### config.mk
export PLATFORM = sky130hd
export DESIGN_NAME = hazard_ctrl_flat
export DESIGN_NICKNAME = d
export VERILOG_FILES = /design/src/rtl/hazard_ctrl_if.sv /design/src/rtl/hazard_ctrl.sv /design/src/flat_wrapper.sv
export SDC_FILE = /design/constraint.sdc
export NUM_CORES = 1
export LEC_CHECK = 0
export CAP_MARGIN = 10
export CORE_ASPECT_RATIO = 0.6
export CORE_MARGIN = 3
export CORE_UTILIZATION = 48
export DETAILED_ROUTE_END_ITERATION = 7
export GPL_TIMING_DRIVEN = 0
export HOLD_SLACK_MARGIN = 0.03
export PLACE_DENSITY = 0.82
export SETUP_SLACK_MARGIN = 0.2
export SLEW_MARGIN = 20
export SYNTH_ARGS = -nofsm -noshare
export SYNTH_HDL_FRONTEND = slang
export SYNTH_SLANG_ARGS = --single-unit
export TNS_END_PERCENT = 1
### constraint.sdc
create_clock -name clk -period 2.5 [get_ports clk]
set_clock_uncertainty 0.05 [all_clocks]
set_input_delay 0.625 -clock clk [delete_from_list [all_inputs] [get_ports clk]]
set_output_delay 0.625 -clock clk [all_outputs]
set_load 0.005 [all_outputs]
### src/rtl/hazard_ctrl_if.sv
// hazard_ctrl_if
// Groups the hazard controller's pipeline-facing signals.
//   master : pipeline side, drives the ID/EX sources and consumes the controls
//   slave  : hazard_ctrl, consumes the sources and drives the controls/counters
// Ports (all from the pipeline's view):
//   id_valid, id_rs1, id_rs2, id_uses_rs2    ID-stage instruction fields
//   ex_MemRead, ex_rd, ex_branch_taken       ID/EX register outputs
//   pc_write, ifid_write, idex_bubble,       front-end hold / bubble /
//   ifid_flush, busy                         flush controls, FSM busy flag
//   stall_count, flush_count                 saturating performance counters
interface hazard_ctrl_if #(
   parameter int CNT_W = 32
);
   logic             id_valid;
   logic [4:0]       id_rs1;
   logic [4:0]       id_rs2;
   logic             id_uses_rs2;
   logic             ex_MemRead;
   logic [4:0]       ex_rd;
   logic             ex_branch_taken;
   logic             pc_write;
   logic             ifid_write;
   logic             idex_bubble;
   logic             ifid_flush;
   logic             busy;
   logic [CNT_W-1:0] stall_count;
   logic [CNT_W-1:0] flush_count;

   modport master (
      output id_valid, id_rs1, id_rs2, id_uses_rs2,
             ex_MemRead, ex_rd, ex_branch_taken,
      input  pc_write, ifid_write, idex_bubble, ifid_flush, busy,
             stall_count, flush_count
   );

   modport slave (
      input  id_valid, id_rs1, id_rs2, id_uses_rs2,
             ex_MemRead, ex_rd, ex_branch_taken,
      output pc_write, ifid_write, idex_bubble, ifid_flush, busy,
             stall_count, flush_count
   );
endinterface

### src/rtl/hazard_ctrl.sv
// hazard_ctrl
// Load-use stall and taken-branch flush controller for a 5-stage pipeline.
// Controls are combinational from state + inputs (zero-latency response);
// state, remaining-cycle counter and perf counters update on rising clk.
// Ports:
//   clk    system clock
//   reset  asynchronous, active-high reset
//   hz     hazard_ctrl_if.slave (pipeline fields in, controls/counters out)
//
// state    | meaning
// ---------+-------------------------------------------------------------
// ST_RUN   | normal flow; reacts to branch (flush) or load-use (stall)
// ST_STALL | extra load-use hold cycles; r_rem = cycles left after this one
// ST_FLUSH | extra flush cycles after a taken branch; r_rem as above
module hazard_ctrl #(
   parameter int LOAD_STALL_CYCLES = 1,
   parameter int FLUSH_CYCLES      = 1,
   parameter int CNT_W             = 32
) (
   input  logic          clk,
   input  logic          reset,
   hazard_ctrl_if.slave  hz
);

   typedef enum logic [1:0] {ST_RUN, ST_STALL, ST_FLUSH} state_t;

   // First hazard cycle is handled in RUN, so the extra-state reload is N-2.
   localparam logic [3:0] STALL_RELOAD = 4'((LOAD_STALL_CYCLES > 1) ? (LOAD_STALL_CYCLES - 2) : 0);
   localparam logic [3:0] FLUSH_RELOAD = 4'((FLUSH_CYCLES > 1) ? (FLUSH_CYCLES - 2) : 0);

   state_t           r_state;
   state_t           w_state_nxt;
   logic [3:0]       r_rem;
   logic [3:0]       w_rem_nxt;
   logic [CNT_W-1:0] r_stall_count;
   logic [CNT_W-1:0] r_flush_count;
   logic             w_lu;
   logic             w_pc_write;
   logic             w_ifid_write;
   logic             w_idex_bubble;
   logic             w_ifid_flush;
   logic             w_stall_inc;
   logic             w_flush_inc;

   // x0 is never a real producer, so ex_rd==0 can never stall.
   assign w_lu = hz.id_valid & hz.ex_MemRead & (hz.ex_rd != 5'd0) &
                 ((hz.ex_rd == hz.id_rs1) | (hz.id_uses_rs2 & (hz.ex_rd == hz.id_rs2)));

   always_ff @(posedge clk or posedge reset) begin
      if (reset) begin
         r_state       <= ST_RUN;
         r_rem         <= 4'd0;
         r_stall_count <= '0;
         r_flush_count <= '0;
      end else begin
         r_state <= w_state_nxt;
         r_rem   <= w_rem_nxt;
         if (w_stall_inc && (r_stall_count != {CNT_W{1'b1}}))
            r_stall_count <= r_stall_count + 1'b1;
         if (w_flush_inc && (r_flush_count != {CNT_W{1'b1}}))
            r_flush_count <= r_flush_count + 1'b1;
      end
   end

   always_comb begin
      w_state_nxt   = r_state;
      w_rem_nxt     = r_rem;
      w_pc_write    = 1'b1;
      w_ifid_write  = 1'b1;
      w_idex_bubble = 1'b0;
      w_ifid_flush  = 1'b0;
      w_stall_inc   = 1'b0;
      w_flush_inc   = 1'b0;

      // A taken branch wins in every state, including aborting a stall.
      if (hz.ex_branch_taken) begin
         w_ifid_flush  = 1'b1;
         w_idex_bubble = 1'b1;
         w_flush_inc   = 1'b1;
         w_rem_nxt     = FLUSH_RELOAD;
         w_state_nxt   = (FLUSH_CYCLES > 1) ? ST_FLUSH : ST_RUN;
      end else begin
         case (r_state)
            ST_RUN: begin
               if (w_lu) begin
                  w_pc_write    = 1'b0;
                  w_ifid_write  = 1'b0;
                  w_idex_bubble = 1'b1;
                  w_stall_inc   = 1'b1;
                  if (LOAD_STALL_CYCLES > 1) begin
                     w_state_nxt = ST_STALL;
                     w_rem_nxt   = STALL_RELOAD;
                  end
               end
            end
            ST_STALL: begin
               w_pc_write    = 1'b0;
               w_ifid_write  = 1'b0;
               w_idex_bubble = 1'b1;
               w_stall_inc   = 1'b1;
               if (r_rem == 4'd0) w_state_nxt = ST_RUN;
               else               w_rem_nxt   = r_rem - 4'd1;
            end
            ST_FLUSH: begin
               w_ifid_flush  = 1'b1;
               w_idex_bubble = 1'b1;
               if (r_rem == 4'd0) w_state_nxt = ST_RUN;
               else               w_rem_nxt   = r_rem - 4'd1;
            end
            default: begin
               w_state_nxt = ST_RUN;
               w_rem_nxt   = 4'd0;
            end
         endcase
      end

      // Hold the front end and squash IF/ID/ID/EX while reset is asserted.
      if (reset) begin
         w_pc_write    = 1'b0;
         w_ifid_write  = 1'b0;
         w_idex_bubble = 1'b1;
         w_ifid_flush  = 1'b1;
         w_stall_inc   = 1'b0;
         w_flush_inc   = 1'b0;
         w_state_nxt   = ST_RUN;
         w_rem_nxt     = 4'd0;
      end
   end

   assign hz.pc_write    = w_pc_write;
   assign hz.ifid_write  = w_ifid_write;
   assign hz.idex_bubble = w_idex_bubble;
   assign hz.ifid_flush  = w_ifid_flush;
   assign hz.busy        = (r_state != ST_RUN);
   assign hz.stall_count = r_stall_count;
   assign hz.flush_count = r_flush_count;

endmodule
### src/flat_wrapper.sv
// flat-port wrapper written by rule: the top's interface ports become plain ports
module hazard_ctrl_flat 
#(
   parameter int LOAD_STALL_CYCLES = 1,
   parameter int FLUSH_CYCLES      = 1,
   parameter int CNT_W             = 32
)
  (clk, reset, hz_id_valid, hz_id_rs1, hz_id_rs2, hz_id_uses_rs2, hz_ex_MemRead, hz_ex_rd, hz_ex_branch_taken, hz_pc_write, hz_ifid_write, hz_idex_bubble, hz_ifid_flush, hz_busy, hz_stall_count, hz_flush_count);
  hazard_ctrl_if #(.CNT_W(CNT_W)) hz_i ();
  input  logic clk;
  input  logic reset;
  input wire logic [$bits(hz_i.id_valid)-1:0] hz_id_valid;
  input wire logic [$bits(hz_i.id_rs1)-1:0] hz_id_rs1;
  input wire logic [$bits(hz_i.id_rs2)-1:0] hz_id_rs2;
  input wire logic [$bits(hz_i.id_uses_rs2)-1:0] hz_id_uses_rs2;
  input wire logic [$bits(hz_i.ex_MemRead)-1:0] hz_ex_MemRead;
  input wire logic [$bits(hz_i.ex_rd)-1:0] hz_ex_rd;
  input wire logic [$bits(hz_i.ex_branch_taken)-1:0] hz_ex_branch_taken;
  output wire logic [$bits(hz_i.pc_write)-1:0] hz_pc_write;
  output wire logic [$bits(hz_i.ifid_write)-1:0] hz_ifid_write;
  output wire logic [$bits(hz_i.idex_bubble)-1:0] hz_idex_bubble;
  output wire logic [$bits(hz_i.ifid_flush)-1:0] hz_ifid_flush;
  output wire logic [$bits(hz_i.busy)-1:0] hz_busy;
  output wire logic [$bits(hz_i.stall_count)-1:0] hz_stall_count;
  output wire logic [$bits(hz_i.flush_count)-1:0] hz_flush_count;
  assign hz_i.id_valid = hz_id_valid;
  assign hz_i.id_rs1 = hz_id_rs1;
  assign hz_i.id_rs2 = hz_id_rs2;
  assign hz_i.id_uses_rs2 = hz_id_uses_rs2;
  assign hz_i.ex_MemRead = hz_ex_MemRead;
  assign hz_i.ex_rd = hz_ex_rd;
  assign hz_i.ex_branch_taken = hz_ex_branch_taken;
  assign hz_pc_write = hz_i.pc_write;
  assign hz_ifid_write = hz_i.ifid_write;
  assign hz_idex_bubble = hz_i.idex_bubble;
  assign hz_ifid_flush = hz_i.ifid_flush;
  assign hz_busy = hz_i.busy;
  assign hz_stall_count = hz_i.stall_count;
  assign hz_flush_count = hz_i.flush_count;
  hazard_ctrl #(.LOAD_STALL_CYCLES(LOAD_STALL_CYCLES), .FLUSH_CYCLES(FLUSH_CYCLES), .CNT_W(CNT_W)) u_core (.clk(clk), .reset(reset), .hz(hz_i));
endmodule
==> results of run 1 <==
## worst reg2reg max path, cell delays in order (launching register included)
cell,delay (ps)
dfrtp_1,440
nand2_2,120
or4_4,570
a311oi_4,390
and4_1,280
nand4_1,120
xnor2_1,140
## layer usage
metal	vias to the layer above	part of all wire (%)	GRT usage (%)
met5	-	0	0
met4	0	1.1	6.13
met3	12	5.4	5.89
met2	62	48	33.5
met1	1278	45	25.1
li1	1273	-	-
## worst paths after layout
path,cells past startpoint,start,slack [ps],end
setup / recovery,9,hz_ex_rd[2],-90,hz_pc_write
hold / removal,2,reset,420,u_core.hz.stall_count[8]
setup reg to reg,6,u_core.hz.flush_count[3],280,u_core.hz.flush_count[31]
hold reg to reg,1,u_core.hz.stall_count[5],450,u_core.hz.stall_count[5]
max in group asynchronous,3,reset,1490,u_core.hz.flush_count[29]
min in group clk,1,u_core.hz.stall_count[5],450,u_core.hz.stall_count[5]
## timing repair
| item | 4_1_cts | 5_1_grt |
|---|---|---|
| pin swaps | 20 | 17 |
| resized for setup | 60 | 19 |
| buffers inserted | 3 | 2 |
| setup endpoints to repair | 44 | 30 |
## flip-flops by register name, summed over array words and instances (netlist names)
name	count
u_core.hz.flush_count	32
u_core.hz.stall_count	32
## logic make-up (layout without fill, tap and decap cells)
group / count (synthesis) / count (layout)
buffers and inverters: 8 / 118
flip-flops: 64 / 64
multiplexers: 2 / 2
adder cells (fa/ha/maj): 2 / 2
other: 1 / 1
AND/OR/NAND/NOR: 149 / 149
XOR/XNOR: 72 / 72
AO/OA/AOI/OAI: 4 / 4
## layout make-up
class / instances / area share, %
inverters: 3 / 0.290
clock inverters: 5 / 2.69
clock buffers: 11 / 5.11
plain buffers: 5 / 0.817
flip-flops and latches: 64 / 33.7
multi-input cells: 230 / 35.9
repair buffers: 94 / 19.3
well taps: 84 / 2.21
## power groups by stage
stage / clock [mW] / combinational, mW / sequential [mW]
after floorplan: 0 / 0.124 / 1.17
after global placement: 0 / 0.293 / 1.17
after detailed placement: 0 / 0.307 / 1.17
after CTS: 1.55 / 0.306 / 1.16
after global routing: 1.59 / 0.349 / 1.17
final: 1.55 / 0.313 / 1.16
## cells in the mapped netlist, types with 2 or more instances
library cell / instances
nand2b_1: 3
nor2_1: 20
nand2_1: 26
nor3_1: 5
dfrtp_1: 64
inv_1: 3
and2_1: 7
buf_2: 2
or2_2: 2
ha_1: 2
and3_1: 15
mux2_2: 2
nor4_1: 4
nor4_4: 2
and4_1: 5
buf_4: 2
xnor2_1: 51
nand4_1: 24
xor2_1: 21
nand4_2: 2
nand3_1: 22
==> results.toml, run 1 <==
[power]
p_clk_share_pct = 51.2
p_leak_nw = 2.05
pwr-share-seq_pct = 38.4
combPwrFrac_pct = 10.4
p_sw_share_pct = 21.5
internal-power_mw = 2.37
powerDensity_nw_per_um2 = 636
power_mw = 3.02
irDropWorstVdd_v = 0.000397
p_sw_mw = 0.648

[synth]
synth.area.mux_share_pct = 0.689
synth_top_family_by_area = "simple AND/OR/NAND/NOR gates"
synth_edf_count = 0
ys_top_cells_by_area = "dfrtp_1 49%, xnor2_1 14%, xor2_1 5.6%"
synthXorXnorAreaFrac_pct = 19.3
netlist.area_leader.share_pct = 49.0
ys_types = 39
synth-seq-cells = 64
synth_compound_area_share_pct = 1.53
synth_nets = 325
ys_warn_count = 0
synth-main-ff-cell = "dfrtp_1"
synthAdderAreaFrac_pct = 0.766
synth-simple-area-share_pct = 27.1
synthCells = 302
netlist_area_um2 = 3270
avgSynthCellArea_um2 = 10.8
async_flop_share_pct = 100
yosysTopAreaCell = "dfrtp_1"
synth_seq_area_share_pct = 49.0

[drt]
firstDrtPassIters = 3
wl_per_cell_um = 15.6
drtIter0Drc = 105
drc = 0
vias = 2625
vias_per_cell = 5.29
wl_um = 7730
antenna_left = 0

[final_layout]
num_antenna_cells = 0
drive_gt1_share_pct = 16.3
fillers = 490
finalInstanceArea_um2 = 4750
instances_no_fill = 496
final_cell_mix = "68 x clkdlybuf4s50_1, 64 x dfrtp_1, 51 x xnor2_1"
post-route-util_pct = 74.7
seq_area_um2 = 1600
area_growth_pct = 45.3
multi_input_area_um2 = 1700
final_nets = 430
final_common_cell = "clkdlybuf4s50_1"

[clock_tree]
cts.sinks = 64
cts_buffers = 9
clk-insertion-delay-late_ps = 330
cts_root_buf = "clkbuf_16"
htree_levels = 3
path_clk_slew_ps = 60
ctsLongestPathBuffers = 2
cts_hold_buf = 0
tritoncts = "done"

[sta]
relSlewSlack_pct = 65.4
post-route-period-util_pct = 104
rsz0062_at_grt = "yes"
finalHoldViolations = 0
setup_tns_ps = -93.0
setup_slack_ps = -93.0
tightest_slew_ps = 515
slew_viol_final = 0
setup_viol = 1
fmax_mhz = 386
period_minus_slack_ps = 2590
holdWs_ps = 420

[floorplanning]
coreArea_um2 = 6360
ioPinCount = 90
dieHeight_um = 69.9
fp-row-count = 22
initial_core_util_pct = 51.4
die_w_um = 113
die_area_um2 = 7860

[placed_design]
gp_congestion = 0.796
dpl.hpwl_um = 5520
port_buffers = 88
dpl-instance-area_um2 = 4300
pre_cts_slack_ps = -1020
placed_cells_incl_taps = 475

[critical_path]
crit_path_max_fanout = 2
crit_buf_inv = 3
worst_path_dominant_cell_family = "simple AND/OR/NAND/NOR gates"
startpoint_type = "input pin"
endpoint_kind = "output pin"
cp.arrival_ps = 1920
cp_slowest_cell = "nor4_2"
cp_data_required_time_ps = 1820
worst-setup-path-type = "input pin to output pin"
max_stage_delay_ps = 310
cp_cell_sequence = "buf_8 -> xor2_2 -> nor4_2 -> a32oi_2 -> nand2b_4 -> nor2_4 -> nor2_2 -> buf_4 -> buf_6"

[global_route]
grt_max_degree = 48
antenna_found_initial = 0
overflow = 0
grt_pass1_wl_um = 12600
grt_pass1_vias = 2630
grt_usage_pct = 20.0

[hold_path]
hp-class = "input pin to asynchronous set/reset pin"

[run_status]
status = "complete, but fails checks"
violations = "setup timing"

[run]
drv_cap = 0
(Power assumes the default switching activity.)
==> run 2, diff against run 1 <==
- CORE_UTILIZATION: 48 -> 50
- DONT_BUFFER_PORTS: default -> 1
- PLACE_DENSITY: 0.82 -> 0.67
==> results.toml, run 2 (synthesized netlist as in run 1, its figures left out) <==
[sta]
setup_tns_ps = 0
tightest_slew_ps = 577
finalHoldViolations = 0
post-route-period-util_pct = 95.7
slew_viol_final = 0
setup_viol = 0
rsz0062_at_grt = "yes"
period_minus_slack_ps = 2390
fmax_mhz = 418
relSlewSlack_pct = 61.2

[placed_design]
port_buffers = 0
placed_cells_incl_taps = 387
gp_congestion = 0.778
dpl.hpwl_um = 5490

[hold_path]
hp-class = "input pin to asynchronous set/reset pin"

[critical_path]
endpoint_kind = "output pin"
startpoint_type = "input pin"
r2r_start = "u_core.hz.flush_count[3]"
worst-setup-path-type = "input pin to output pin"
worstSetupStartpoint = "hz_id_rs2[1]"
r2r_cells = 6
crit_path_max_fanout = 2
cp_data_required_time_ps = 1820
cp.arrival_ps = 1720

[final_layout]
instances_no_fill = 404
num_antenna_cells = 0
final_nets = 338
area_growth_pct = 13.5
final_cell_mix = "64 x dfrtp_1, 51 x xnor2_1, 26 x nand2_1"
final_common_cell = "dfrtp_1"
drive_gt1_share_pct = 14.7

[global_route]
grt_max_degree = 42
overflow = 0
grt_pass1_wl_um = 11800
grt_usage_pct = 20.8
antenna_found_initial = 0
grt_pass1_vias = 2210

[drt]
wl_um = 7320
firstDrtPassIters = 7
wl_per_cell_um = 18.1
vias_per_cell = 5.61
drc = 0
vias = 2267
antenna_left = 0
drtIter0Drc = 110

[floorplanning]
initial_core_util_pct = 52.5
die_w_um = 110
fp-row-count = 22
ioPinCount = 90
die_area_um2 = 7570
coreArea_um2 = 6220
dieHeight_um = 68.6

[power]
irDropWorstVdd_v = 0.000323
p_leak_nw = 1.61
power_mw = 2.32
powerDensity_nw_per_um2 = 625

[clock_tree]
cts_buffers = 9
tritoncts = "done"
clk-insertion-delay-late_ps = 340
htree_levels = 3
ctsLongestPathBuffers = 2
cts_root_buf = "clkbuf_8"
path_clk_slew_ps = 70
cts.sinks = 64

[run_status]
status = "complete, no violations"

[run]
drv_cap = 0
run 2: changes by cell type in the layout (fill, tap and decap cells not counted), sizes merged:
cell,before,now
buf,22,7
bufinv,4,2
clkbuf,12,11
clkdlybuf4s50,68,0
clkinv,0,1
clkinvlp,1,2
dlygate4sd2,8,0
run 2: metrics by stage:
step	setup WS [ps]	hold slack, ps	utilization, %	cell area, um2
after global placement	-512	455	54.4	3390
final	108	73.4	59.6	3710
after CTS	99.7	71.5	58.8	3660
after global routing	39.5	78.6	59.6	3710
after detailed placement	-163	448	54.8	3410
after floorplan	61.3	431	-	3280
run 2: final cells by class:
type / instances / area, um2
fill: 538 / 2510
multi-input combinational: 230 / 1700
sequential: 64 / 1600
clock buffer: 11 / 141
tap: 84 / 105
clock inverter: 5 / 80.1
buffer: 5 / 40.0
timing repair buffer: 2 / 27.5
inverter: 3 / 13.8
run 2: worst paths after layout:
path	slack (ps)	end
max in group asynchronous	1810	u_core.hz.stall_count[8]
max reg2reg	250	u_core.hz.flush_count[31]
max	110	hz_pc_write
min reg2reg	470	u_core.hz.stall_count[18]
min	70	u_core.hz.stall_count[28]
min in group clk	470	u_core.hz.stall_count[18]
run 2: where the power goes:
group / total, mW / internal (mW) / switching [mW] / leakage, nW
clock network: 0.991 / 0.587 / 0.404 / 0.106
registers: 1.16 / 1.08 / 0.0804 / 0.878
logic: 0.160 / 0.0770 / 0.0835 / 0.630
total: 2.32 / 1.75 / 0.568 / 1.61
run 2: metal layers:
layer	share of wire (%)	track usage [%]	vias up
met5	0	0	-
met3	10	9.02	10
met4	1.1	6.30	0
met2	41	27.1	79
li1	-	-	1082
met1	48	30.6	1096
run 2: worst max-delay path, cell delays in order:
cell      delay [ps]
xor2_4           170
nor4_4           300
a32oi_2          160
nand2b_4         180
nor2_4           120
nor2_4            50
buf_6            110
run 2: repair_timing:
| item | in CTS | in global routing |
|---|---|---|
| hold buffers | 0 | 0 |
| gates resized for setup | 5 | 7 |
| setup endpoints to repair | 20 | 22 |
| setup buffers | 1 | 0 |
| endpoints found under the hold margin | 0 | 0 |
| cloned | 0 | 0 |
| pin swaps | 2 | 6 |
==> run 3, diff against run 2 <==
- CORE_UTILIZATION: 50 -> 46
- PLACE_DENSITY: 0.67 -> 0.63
==> results.toml, run 3 (synthesized netlist as in run 1, its figures left out) <==
[power]
powerDensity_nw_per_um2 = 653
internal-power_mw = 1.85
p_clk_share_pct = 45.6
p_sw_mw = 0.586
combPwrFrac_pct = 6.4
p_sw_share_pct = 24.1
pwr-share-seq_pct = 48.0
power_mw = 2.44
irDropWorstVdd_v = 0.000376
p_leak_nw = 1.65

[sta]
setup_viol = 0
slew_viol_final = 0
finalHoldViolations = 0
period_minus_slack_ps = 2390
relSlewSlack_pct = 53.1
tightest_slew_ps = 697
rsz0062_at_grt = "yes"
setup_tns_ps = 0
post-route-period-util_pct = 95.8
fmax_mhz = 418

[drt]
wl_per_cell_um = 17.2
drtIter0Drc = 155
wl_um = 7030
firstDrtPassIters = 4
vias_per_cell = 5.48
drc = 0
vias = 2240
antenna_left = 0

[final_layout]
final_common_cell = "dfrtp_1"
num_antenna_cells = 0
drive_gt1_share_pct = 14.3
fillers = 589
post-route-util_pct = 54.9
final_cell_mix = "64 x dfrtp_1, 51 x xnor2_1, 26 x nand2_1"
final_nets = 340
finalInstanceArea_um2 = 3730
area_growth_pct = 14.1

[critical_path]
cp_cell_sequence = "or3_1 -> o311a_1 -> nand2b_4 -> nor2_1 -> nor2_2 -> buf_4"
startpoint_type = "input pin"
r2r_cells = 8
crit_buf_inv = 1
cp.arrival_ps = 1720
crit_path_max_fanout = 3
endpoint_kind = "output pin"
worst_path_dominant_cell_family = "simple AND/OR/NAND/NOR gates"
worst-setup-path-type = "input pin to output pin"
cp_slowest_cell = "or3_1"
cp_data_required_time_ps = 1820
critical_path_depth = 6
max_stage_delay_ps = 360

[placed_design]
gp_congestion = 0.776
dpl.hpwl_um = 5240
dpl-instance-area_um2 = 3410
port_buffers = 0

[clock_tree]
path_clk_slew_ps = 50
cts.sinks = 64
cts_buffers = 9
cts_hold_buf = 0
ctsLongestPathBuffers = 2
tritoncts = "done"
htree_levels = 3
clk-insertion-delay-late_ps = 330
cts_root_buf = "clkbuf_16"

[global_route]
overflow = 0
antenna_found_initial = 0
grt_pass1_vias = 2214
grt_usage_pct = 18.8
grt_max_degree = 41
grt_pass1_wl_um = 11800

[floorplanning]
fp-row-count = 23
dieHeight_um = 71.3
initial_core_util_pct = 48.1
die_w_um = 115
coreArea_um2 = 6790
die_area_um2 = 8180
ioPinCount = 90

[hold_path]
hp-class = "input pin to asynchronous set/reset pin"

[run]
drv_cap = 0

[run_status]
status = "complete, no violations"
==> run 3: cell count changes in the layout (fill, tap and decap cells not counted), moves of 2 or more <==
cell,delta
buf_4,+3
bufinv_16,-2
clkbuf_16,+9
clkbuf_8,-9
clkinv_2,+3
clkinvlp_4,-2
nor2_4,-2
==> run 3: power by group through the flow <==
| stage | registers, mW | logic (mW) | clock network, mW |
|---|---|---|---|
| global placement | 1.19 | 0.147 | 0 |
| global route | 1.18 | 0.177 | 1.19 |
| finish | 1.17 | 0.156 | 1.11 |
| CTS | 1.17 | 0.158 | 1.14 |
| floorplan | 1.17 | 0.124 | 0 |
| detailed placement | 1.19 | 0.154 | 0 |
==> run 3: final cells by class <==
type	count	area, um2	area share, %
Buffer	5	36.3	0.973
Inverter	3	13.8	0.369
Clock buffer	12	246	6.61
Clock inverter	4	20.0	0.537
Timing Repair Buffer	4	42.5	1.14
Tap cell	87	109	2.92
Sequential cell	64	1600	43.0
Multi-Input combinational cell	230	1660	44.5
==> run 3: metal layers <==
layer / part of all wire [%] / global-route usage (%) / up-vias / wire length, um
met5: 0 / 0 / - / 0
li1: - / - / 1095 / -
met2: 40 / 23.0 / 55 / 2780
met4: 1.1 / 6.25 / 0 / 76
met1: 52 / 27.8 / 1082 / 3640
met3: 7.6 / 9.87 / 8 / 534
==> run 3: final timing paths <==
check	startpoint	end	slack, ps
worst max register to register	u_core.hz.flush_count[0]	u_core.hz.flush_count[4]	240
worst max-delay path	hz_ex_rd[1]	hz_pc_write	110
max in group asynchronous	reset	u_core.hz.flush_count[8]	1800
worst min-delay path	reset	u_core.hz.flush_count[28]	80
min in group clk	u_core.hz.flush_count[20]	u_core.hz.flush_count[20]	470
worst min register to register	u_core.hz.flush_count[20]	u_core.hz.flush_count[20]	470
==> run 3: repair_timing <==
item,4_1_cts,5_1_grt
buffers inserted,1,2
setup endpoints to repair,22,29
pin swaps,1,4
gates resized for setup,1,4
==> run 3: through the flow <==
step,setup WS (ps),std cells,hold WS [ps]
final,106,409,84.1
after global routing,58.4,409,93.4
after CTS,47.9,407,86.6
after detailed placement,-75.9,390,440
after global placement,-544,389,457
after floorplan,61.3,302,431
